[config.mk]
export PLATFORM = sky130hd
export DESIGN_NAME = motion_driver
export DESIGN_NICKNAME = d
export VERILOG_FILES = /design/src/rtl/motion_driver_pkg.sv /design/src/rtl/motion_driver_deadtime_counter.sv /design/src/rtl/motion_driver.sv
export SDC_FILE = /design/constraint.sdc
export NUM_CORES = 1
export LEC_CHECK = 0
export BUFFER_PORTS_ARGS = -buffer_cell sky130_fd_sc_hd__buf_2
export CORE_MARGIN = 2
export CORE_UTILIZATION = 50
export DETAILED_ROUTE_END_ITERATION = 8
export GPL_ROUTABILITY_DRIVEN = 1
export HOLD_SLACK_MARGIN = 0.05
export PLACE_DENSITY = 0.7
export SLEW_MARGIN = 30
export SYNTH_ARGS = -nofsm -noshare
export SYNTH_HDL_FRONTEND = slang
export SYNTH_HIERARCHICAL = 1
export SYNTH_SLANG_ARGS = --single-unit
[constraint.sdc]
create_clock -name sys_clk -period 3.6 [get_ports sys_clk]
set_input_delay 0.36 -clock sys_clk [delete_from_list [all_inputs] [get_ports sys_clk]]
set_output_delay 0.36 -clock sys_clk [all_outputs]
set_load 0.03 [all_outputs]
[src/rtl/motion_driver_pkg.sv]
// Shared encodings for the navigation interface between the decision block and motion_driver.
package motion_driver_pkg;

    typedef enum logic [1:0] {
        NavWaiting = 2'b00,
        NavMoving  = 2'b01,
        NavTurning = 2'b10,
        NavCooling = 2'b11
    } nav_state_e;

    typedef enum logic [3:0] {
        MoveStop    = 4'b0000,
        MoveForward = 4'b0001,
        MoveLeft    = 4'b0100,
        MoveRight   = 4'b1000
    } move_e;

    localparam logic [1:0] AutoMode = 2'b01;

    typedef enum logic [1:0] {
        StOff,
        StIdle,
        StDrive,
        StGap
    } drv_state_e;

    function automatic logic is_legal_move(input logic [3:0] code);
        logic legal;
        case (code)
            MoveStop, MoveForward, MoveLeft, MoveRight: legal = 1'b1;
            default:                                    legal = 1'b0;
        endcase
        return legal;
    endfunction

endpackage

[src/rtl/motion_driver_deadtime_counter.sv]
// Saturating dead-time counter; done flags the last all-off cycle of a gap.
module motion_driver_deadtime_counter #(
    parameter int unsigned DEAD_CYCLES = 4,
    parameter int unsigned CNT_W       = 20
) (
    input  logic clk_i,
    input  logic rst_ni,
    input  logic clr_i,
    input  logic en_i,
    output logic done_o
);

    logic [CNT_W-1:0] cnt_q, cnt_d;

    always_comb begin
        cnt_d = cnt_q;
        if (clr_i) begin
            cnt_d = '0;
        end else if (en_i && (cnt_q != {CNT_W{1'b1}})) begin
            cnt_d = cnt_q + CNT_W'(1);
        end
    end

    always_ff @(posedge clk_i or negedge rst_ni) begin
        if (!rst_ni) begin
            cnt_q <= '0;
        end else begin
            cnt_q <= cnt_d;
        end
    end

    assign done_o = (cnt_q == CNT_W'(DEAD_CYCLES - 1));

endmodule

[src/rtl/motion_driver.sv]
// Registers nav commands from the decision block and drives the one-hot motor/steer lines
// with an enforced all-off dead-time between opposing commands.
module motion_driver
    import motion_driver_pkg::*;
#(
    parameter int unsigned DEAD_CYCLES = 4,
    parameter int unsigned CNT_W       = 20
) (
    input  logic       sys_clk,
    input  logic       rst,
    input  logic       power,
    input  logic [1:0] global_state,
    input  logic [1:0] next_state,
    input  logic [3:0] next_moving_state,
    output logic [1:0] state,
    output logic [3:0] moving_state,
    output logic       move_forward_signal,
    output logic       turn_left_signal,
    output logic       turn_right_signal,
    output logic       cmd_fault
);

    logic       enabled;
    logic [1:0] state_q, state_d;
    logic [3:0] move_q, move_d;
    logic [3:0] active_q, active_d;
    logic       fault_q, fault_d;
    drv_state_e fsm_q, fsm_d;
    logic       cnt_clr, cnt_en, cnt_done;

    assign enabled = power && (global_state == AutoMode);

    always_comb begin
        state_d  = state_q;
        move_d   = move_q;
        active_d = active_q;
        fault_d  = fault_q;
        fsm_d    = fsm_q;
        cnt_clr  = 1'b0;
        cnt_en   = 1'b0;

        if (!enabled) begin
            // Disable overrides any FSM activity this cycle.
            state_d  = NavWaiting;
            move_d   = MoveStop;
            active_d = MoveStop;
            fault_d  = 1'b0;
            fsm_d    = StOff;
            cnt_clr  = 1'b1;
        end else begin
            state_d = next_state;
            if (is_legal_move(next_moving_state)) begin
                move_d = next_moving_state;
            end else begin
                move_d  = MoveStop;
                fault_d = 1'b1;
            end

            case (fsm_q)
                StOff: begin
                    active_d = MoveStop;
                    fsm_d    = StIdle;
                end
                StIdle: begin
                    if (move_q != MoveStop) begin
                        active_d = move_q;
                        fsm_d    = StDrive;
                    end
                end
                StDrive: begin
                    if (move_q == MoveStop) begin
                        active_d = MoveStop;
                        fsm_d    = StIdle;
                    end else if (move_q != active_q) begin
                        active_d = MoveStop;
                        cnt_clr  = 1'b1;
                        fsm_d    = StGap;
                    end
                end
                StGap: begin
                    // The request present at gap end wins; changes mid-gap don't restart it.
                    if (move_q == MoveStop) begin
                        cnt_clr = 1'b1;
                        fsm_d   = StIdle;
                    end else if (cnt_done) begin
                        active_d = move_q;
                        fsm_d    = StDrive;
                    end else begin
                        cnt_en = 1'b1;
                    end
                end
                default: begin
                    active_d = MoveStop;
                    fsm_d    = StOff;
                end
            endcase
        end
    end

    always_ff @(posedge sys_clk or negedge rst) begin
        if (!rst) begin
            state_q  <= NavWaiting;
            move_q   <= MoveStop;
            active_q <= MoveStop;
            fault_q  <= 1'b0;
            fsm_q    <= StOff;
        end else begin
            state_q  <= state_d;
            move_q   <= move_d;
            active_q <= active_d;
            fault_q  <= fault_d;
            fsm_q    <= fsm_d;
        end
    end

    motion_driver_deadtime_counter #(
        .DEAD_CYCLES(DEAD_CYCLES),
        .CNT_W      (CNT_W)
    ) u_deadtime_counter (
        .clk_i (sys_clk),
        .rst_ni(rst),
        .clr_i (cnt_clr),
        .en_i  (cnt_en),
        .done_o(cnt_done)
    );

    always_comb begin
        move_forward_signal = 1'b0;
        turn_left_signal    = 1'b0;
        turn_right_signal   = 1'b0;
        case (active_q)
            MoveForward: move_forward_signal = 1'b1;
            MoveLeft:    turn_left_signal    = 1'b1;
            MoveRight:   turn_right_signal   = 1'b1;
            default:     ;
        endcase
    end

    assign state        = state_q;
    assign moving_state = move_q;
    assign cmd_fault    = fault_q;

endmodule
[Word-level counts from Yosys, hierarchy flattened]
Index checks and enable logic that the tools add are counted.
Cells by class
  $add $sub $neg: 1
  equal/unequal tests: 19
  multiplexer cells: 35
  reduce and logical (&&, ||, !) cells: 10
Operators with widths (number)
  $mux W20: 2
  $mux W4: 8
  $add A20 B1 Y20 const B: 1
  $eq A20 B2 Y1 const B: 1
  $ne A20 B20 Y1 const B: 1
  $pmux W4 S4: 1
  $mux W1: 15
  $mux W2: 7
  $ne A3 B3 Y1 const B: 3
  $eq A4 B1 Y1 const B: 2
  $eq A4 B3 Y1 const B: 2
  $eq A4 B4 Y1 const B: 2
  $logic_not A4 Y1: 2
  $ne A4 B4 Y1 const B: 2
  $pmux W2 S4: 1
  $eq A2 B1 Y1 const B: 2
  $eq A2 B2 Y1 const B: 2
  $ne A4 B4 Y1: 1
  $reduce_and A4 Y1: 1
  $reduce_bool A4 Y1: 1
  $reduce_or A4 Y1: 1
  $reduce_and A3 Y1: 1
  $logic_and A1 B1 Y1: 2
  $logic_not A2 Y1: 1
  other kinds (3): 3
Storage, ports and cells
  register bits after elaboration: 33
  bits of input ports: 11
  output and inout port bits: 10
  word-level logic and storage cells: 71

[Depth between registers and ports, before layout]
Gate-level depths: netlist of run 1.
  word-level depth: 8
  mapped depth: 11
  depth with buffers taken out: 10

[Cells and area by module]
Netlist of run 1, hierarchy kept.
By module, submodules not included
  motion_driver_deadtime_counter: instances 1, cells each 126, area an instance 1173.6 µm², sequential area each 500.5 µm²
  motion_driver: instances 1, cells each 58, area an instance 649.4 µm², sequential area each 325.3 µm²

[Worst setup path before layout of run 1]
Ideal clock, no wire load.
  path kind: reg2reg
  start point: register u_deadtime_counter.cnt_q[0]
  end point: register u_deadtime_counter.cnt_q[15]
  arrival: 2.012 ns
  setup slack: 1.456 ns
  stages on the path, launching flop included: 12
  buffers on the path: 1
  period minus slack after synthesis: 2.144 ns
  path through: dfrtp_1 ha_1 nor4b_1 nand4_1 nor4_1 nor2b_1 and3_1 buf_2 nand3_2 nor4_1 xnor2_1 nor2_1
On the way
  cells in the longest elaborated chain, start to end: 7
  elaborated cells between the ends (all ways): 11
  those cells by class: 1 x add/sub; 2 x eq/ne; 6 x mux; 2 x reduce/logical
Ends and longest elaborated chain
  from (decl): line motion_driver_deadtime_counter.sv:13  | logic [CNT_W-1:0] cnt_q, cnt_d;
  from (signal assigned): line motion_driver_deadtime_counter.sv:28  | cnt_q <= cnt_d;
  $eq A20 B2 Y1: line motion_driver_deadtime_counter.sv:32  | assign done_o = (cnt_q == CNT_W'(DEAD_CYCLES - 1));
  net cnt_done: line motion_driver.sv:29  | logic cnt_clr, cnt_en, cnt_done;
  $mux W1: line motion_driver.sv:85  | end else if (cnt_done) begin
  $mux W1: line motion_driver.sv:82  | if (move_q == MoveStop) begin
  $mux W1: line motion_driver.sv:59  | case (fsm_q)
  $mux W1: line motion_driver.sv:42  | if (!enabled) begin
  net cnt_en: line motion_driver.sv:29
  $logic_and A1 B1 Y1: line motion_driver_deadtime_counter.sv:19  | end else if (en_i && (cnt_q != {CNT_W{1'b1}})) begin
  $reduce_bool A2 Y1 (no line)
The timed path passes the listed nets, and every way through them passes these cells. The select of a mux whose other input is x is not followed.
A chain may end at the register's enable or synchronous reset.

[Final worst setup path of run 1]
  start point: register u_deadtime_counter.cnt_q[0]
  end point: register u_deadtime_counter.cnt_q[14]
The elaborated chain is that of the path after synthesis.

==> results of run 1 <==
-- area by class of cell --
type	instances	area, um2	share of cell area (%)
Inverter	3	11.3	0.546
Sequential cell	33	826	40.0
Tap cell	46	57.6	2.79
Timing Repair Buffer	21	108	5.22
Clock buffer	7	55.1	2.67
Multi-Input combinational cell	144	975	47.3
Clock inverter	1	30.0	1.46
-- synthesized netlist by cell type (2+ instances only) --
master,count,area share [%]
a21oi_1,9,2.5
nor3b_1,3,1.2
nand2_1,10,2.1
inv_1,3,0.62
o21ai_0,2,0.55
clkbuf_1,3,0.62
nor2_1,25,5.1
nand4_1,4,1.4
xor2_1,5,2.4
nor4_1,9,3.1
xnor2_1,12,5.8
nor3_1,6,1.6
nor4b_1,4,1.9
or3_2,2,0.82
a22o_1,4,1.9
mux2i_1,2,1.1
and2_1,2,0.69
nor2b_1,2,0.69
nor4_4,2,2.3
and3_1,5,1.7
nand3_1,7,1.9
a31oi_1,2,0.69
a211oi_1,3,1.2
dfrtp_1,33,45
nor3_2,3,1.6
-- per-stage QoR --
| step | setup WS (ps) | instances | utilization [%] |
|---|---|---|---|
| 2_1_floorplan | 1460 | 184 | - |
| 3_3_place_gp | 1280 | 247 | 57.9 |
| 3_5_place_dp | 1170 | 247 | 57.9 |
| 4_1_cts | 1130 | 255 | 60.4 |
| 5_1_grt | 882 | 255 | 60.4 |
| 6_report | 1130 | 255 | 60.4 |
-- power breakdown --
part	switching (mW)	leakage [nW]	total (mW)	internal (mW)
Sequential	0.00252	0.457	0.375	0.373
Combinational	0.0239	0.390	0.0364	0.0125
Clock	0.123	0.0455	0.289	0.166
-- worst min path at each step --
stage	startpoint	slack (ps)	endpoint	depth (start not counted)
after floorplan	rst	60	active_q[0]	0
after global placement	rst	440	u_deadtime_counter/cnt_q[12]	1
after detailed placement	rst	470	u_deadtime_counter/cnt_q[16]	1
after CTS	rst	90	u_deadtime_counter/cnt_q[7]	1
after global routing	rst	130	fsm_q[0]	1
final	rst	70	u_deadtime_counter/cnt_q[10]	1
-- registers in the layout, indices dropped and copies added, names as in the netlist --
signal                    flops
active_q                      4
cmd_fault                     1
fsm_q                         2
moving_state                  4
state                         2
u_deadtime_counter/cnt_q     20
-- routing by layer --
metal | vias up | global-route usage, % | part of all wire [%]
li1 | 720 | - | -
met1 | 747 | 27.0 | 45
met2 | 49 | 35.2 | 49
met3 | 8 | 5.99 | 5.2
met4 | 0 | 6.12 | 1.4
met5 | - | 0 | 0
-- worst max-delay path: cells and delay by family (launching register included) --
| kind | cells | cell delay, ps |
|---|---|---|
| flip-flops | 1 | 430 |
| adder cells (fa/ha/maj) | 1 | 250 |
| XOR/XNOR | 1 | 160 |
| AND/OR/NAND/NOR | 8 | 1510 |
-- cell families (layout without fill, tap and decap cells) --
family | count (synthesis) | count (layout) | synth area share (%)
AND/OR/NAND/NOR | 98 | 98 | 33.5
flip-flops | 33 | 33 | 45.3
AO/OA/AOI/OAI | 25 | 25 | 9.54
XOR/XNOR | 17 | 17 | 8.17
buffers and inverters | 7 | 32 | 1.51
multiplexers | 2 | 2 | 1.10
adder cells (fa/ha/maj) | 1 | 1 | 0.686
other | 1 | 1 | 0.206
==> results.py, run 1 <==
metrics = {
    "floorplanning": {
        "io_pins": 21,
        "start_util_pct": 53.4,
        "fp.coreArea_um2": 3420,
        "rows": 21,
        "die_area_um2": 4140,
        "die_h_um": 64.4,
        "die_w_um": 64.4,
    },
    "grt": {
        "grtUsageTotal_pct": 21.2,
        "grt_pass1_vias": 1532,
        "globalRouteOverflowTotal": 0,
        "grt_max_degree": 34,
        "grt_pass1_wl_mm": 6.99,
        "antenna_found_initial": 0,
    },
    "yosys": {
        "yosysWarnings": 6,
        "yosysUniqueCellTypes": 47,
        "synth-seq-cells": 33,
        "avgSynthCellArea_um2": 9.91,
        "syn_inst": 184,
        "synth_edf_count": 0,
        "syn-num-nets": 196,
        "netlist_area_um2": 1820,
        "async_flop_share_pct": 100,
        "ys.flop_type": "dfrtp_1",
        "seq_area_frac_synth_pct": 45.3,
    },
    "pwr": {
        "vdd_drop_max_mv": 0.224,
        "powerDensity_nw_per_um2": 340,
        "p_total_uw": 700,
        "p_leak_nw": 0.893,
    },
    "placed_design": {
        "io_buffers": 20,
        "dpl_cell_area_um2": 1980,
        "gp_congestion": 0.875,
        "dp_hpwl_mm": 2.85,
    },
    "worst_setup_path": {
        "crit_slowest_cell": "dfrtp_1",
        "crit_required_ps": 3820,
        "crit_start": "u_deadtime_counter/cnt_q[0]",
        "worstPathArrival_ps": 2690,
        "endpoint": "u_deadtime_counter/cnt_q[14]",
        "r2r_cells": 10,
        "crit_path_max_fanout": 8,
        "crit_chain": "ha_1 > nor4b_1 > nand4_1 > nor4_1 > nor2b_1 > and3_1 > nand3_1 > nor4_1 > xnor2_1 > nor2_1",
        "reg2reg_to": "u_deadtime_counter/cnt_q[14]",
        "slowest_delay_ps": 430,
        "worstReg2RegStart": "u_deadtime_counter/cnt_q[0]",
        "ff2ff_setup_slack_ps": 1130,
        "startpoint_type": "register",
        "criticalPathCategory": "register to register",
        "endpoint_kind": "register",
        "crit_top_cell": "nor4_1",
    },
    "routing": {
        "first_pass_iters": 4,
        "drc": 0,
        "vias": 1524,
        "avgViaCountPerCell": 5.98,
        "routed_wl_mm": 3.82,
        "ant_nets": 0,
        "wl_per_cell_um": 15.0,
        "dr.first_iter.drc_count": 67,
    },
    "finish": {
        "area_growth_pct": 13.1,
        "mostFrequentLayoutCells": "33 x dfrtp_1, 25 x nor2_1, 20 x buf_2",
        "fillers": 305,
        "drive_above_1_share_pct": 21.1,
        "final_common_cell": "dfrtp_1",
        "antenna_cells": 0,
        "final_nets": 220,
        "final_area_um2": 2060,
    },
    "clock_network": {
        "clk_pin_slew_ps": 100,
        "cts_resized": 0,
        "clock_sinks": 33,
        "hold_buffers": 0,
        "clkLatencyLatePin_ps": 330,
        "cts_root_buf": "clkbuf_4",
        "cts_tree": "done",
        "cts_setup_buffers": 0,
        "cts_max_level": 2,
        "numCtsBuffers": 5,
        "clock_path_buffers": 2,
    },
    "timing": {
        "final_hold_viol_count": 0,
        "hold_slack_ps": 69.1,
        "fin_crit_ps": 2470,
        "max_slew_margin_pct": 52.6,
        "worstMarginPinSlew_ps": 711,
        "finalMaxSlewViolations": 0,
        "max_freq_mhz": 405,
        "tns_ps": 0,
        "skew_ps": 9.06,
        "period_share_pct": 68.6,
        "grt_setup_unrepaired": "no",
        "setup_viol": 0,
    },
    "min_path": {
        "hp-class": "primary input to async pin",
    },
    "run_status": {
        "run_status": "completed",
    },
    "job": {
        "maxCapViolCount": 0,
    },
}
Note: power is estimated with default switching activity, not from simulation.
==> run 2: changes to the inputs <==
- PLACE_DENSITY: 0.7 -> 0.73
- clock period: 3.6 -> 2.2 ns (I/O delays scaled with it)
==> run 2 against run 1 <==
The flow now finishes with violations (negative setup slack). Die area did not move. Final area rose by 17%. Maximum frequency up 7.2%. Total power grew 44%. Clock power is 14% higher. First-iteration DRC count up 100%. Combinational power grew 84%. Setup slack got worse by 1200 ps. Hold slack got worse by 3.4 ps. Non-clock buffer count up 24. Utilization increased by 10 points. Via count rose by 9.9%. Critical path type unchanged. Largest cell class unchanged.
==> results.py, run 2 (synthesis gave the netlist of run 1 again) <==
metrics = {
    "worst_setup_path": {
        "crit_family": "simple AND/OR/NAND/NOR gates",
        "cp.buffers_inverters": 1,
        "criticalPathCategory": "register to register",
        "startpoint_type": "register",
        "crit_chain": "nor4_1 > nand4_1 > nor4_2 > nor2b_1 > buf_4 > o211a_1 > a41o_1 > a22o_1",
        "r2r_cells": 8,
        "cp_num_cells": 8,
        "slowest_delay_ps": 420,
        "endpoint_kind": "register",
        "worstPathArrival_ps": 2540,
        "crit_slowest_cell": "dfrtp_1",
        "crit_required_ps": 2430,
        "crit_path_max_fanout": 4,
    },
    "timing": {
        "worstMarginPinSlew_ps": 909,
        "grt_setup_unrepaired": "yes",
        "setup_slack_ps": -105,
        "skew_ps": 14.4,
        "hold_slack_ps": 65.7,
        "period_share_pct": 105,
        "finalMaxSlewViolations": 0,
        "max_slew_margin_pct": 39.1,
        "fin_crit_ps": 2300,
        "tns_ps": -783,
        "final_hold_viol_count": 0,
        "max_freq_mhz": 434,
        "setup_viol": 15,
    },
    "finish": {
        "final_common_cell": "dfrtp_1",
        "antenna_cells": 0,
        "fillers": 248,
        "mostFrequentLayoutCells": "33 x dfrtp_1, 25 x nor2_1, 20 x buf_2",
        "regMostFlops": "u_deadtime_counter/cnt_q",
        "final_core_util_pct": 70.7,
        "area_growth_pct": 32.5,
        "drive_above_1_share_pct": 36.9,
        "area.sequential_um2": 826,
        "final_nets": 244,
        "largest_reg_flops": 20,
        "multi_input_area_um2": 1160,
    },
    "clock_network": {
        "cts_root_buf": "clkbuf_4",
        "clkLatencyLatePin_ps": 350,
        "clock_sinks": 33,
        "cts_max_level": 2,
        "cts_tree": "done",
        "clock_path_buffers": 2,
        "numCtsBuffers": 5,
        "clk_pin_slew_ps": 110,
    },
    "run_status": {
        "violations": "negative setup slack",
        "run_status": "finished with violations",
    },
    "placed_design": {
        "io_buffers": 20,
        "dp_hpwl_mm": 3.14,
        "dp_worst_setup_slack_ps": -107,
        "gp_congestion": 0.869,
    },
    "pwr": {
        "p_leak_nw": 1.01,
        "p_total_mw": 1.01,
        "powerDensity_nw_per_um2": 418,
        "vdd_drop_max_mv": 0.283,
    },
    "routing": {
        "wl_per_cell_um": 17.6,
        "ant_nets": 0,
        "dr.first_iter.drc_count": 136,
        "first_pass_iters": 4,
        "avgViaCountPerCell": 6.00,
        "routed_wl_mm": 4.92,
        "vias": 1675,
        "drc": 0,
    },
    "min_path": {
        "hp-class": "primary input to register",
        "whs_path_depth": 2,
    },
    "floorplanning": {
        "io_pins": 21,
        "die_h_um": 64.4,
        "fp.coreArea_um2": 3420,
        "die_w_um": 64.4,
        "start_util_pct": 53.4,
        "rows": 21,
        "die_area_um2": 4140,
    },
    "grt": {
        "grt_pass1_vias": 1644,
        "grt_pass1_wl_mm": 7.58,
        "antenna_found_initial": 0,
        "grt_max_degree": 34,
        "grtUsageTotal_pct": 23.8,
        "globalRouteOverflowTotal": 0,
    },
    "job": {
        "maxCapViolCount": 0,
    },
}
-- run 2: cell count changes in the layout (fill, tap and decap cells not counted), moves of 5 or more --
cell	delta
buf_6	+5
buf_4	+17
a21oi_1	-6
nor4_1	-6
a21oi_2	+6
-- run 2: path summary, 6_finish.rpt --
check,start,slack [ps],endpoint
min,next_moving_state[0],70,moving_state[2]
min in group asynchronous,rst,450,u_deadtime_counter/cnt_q[11]
min reg2reg,cmd_fault,520,cmd_fault
max,u_deadtime_counter/cnt_q[14],-100,active_q[0]
max reg2reg,u_deadtime_counter/cnt_q[14],-100,active_q[0]
max in group asynchronous,rst,1270,u_deadtime_counter/cnt_q[4]
-- run 2: power by group --
part	total (mW)	internal [mW]	switching (mW)
Clock	0.329	0.127	0.202
Sequential	0.614	0.610	0.00414
Combinational	0.0670	0.0252	0.0418
-- run 2: what timing repair did --
| item | in CTS | in global routing |
|---|---|---|
| setup buffers | 0 | 3 |
| hold endpoints to repair | 34 | 0 |
| hold buffers | 2 | 0 |
| resized for setup | 6 | 34 |
| setup endpoints to repair | 18 | 24 |
| pin swaps | 1 | 28 |
-- run 2: metrics by stage --
stage,cell area (um2),cells
global route,2420,279
detailed placement,2120,266
CTS,2220,276
floorplan,1820,184
global placement,2120,266
finish,2420,279
-- run 2: final cells by class --
type                       count  area share [%]
multi-input combinational    144            48.1
sequential                    33            34.2
timing repair buffer          45            12.9
tap                           46            2.38
clock buffer                   8            2.02
inverter                       3           0.466
-- run 2: layer usage --
metal  vias up  GRT usage, %  wire (um)
met5         -             0          0
met4         0          12.2        158
met3        23          5.11        334
met2        77          37.8       2480
met1       805          30.5       1950
li1        770             -          -
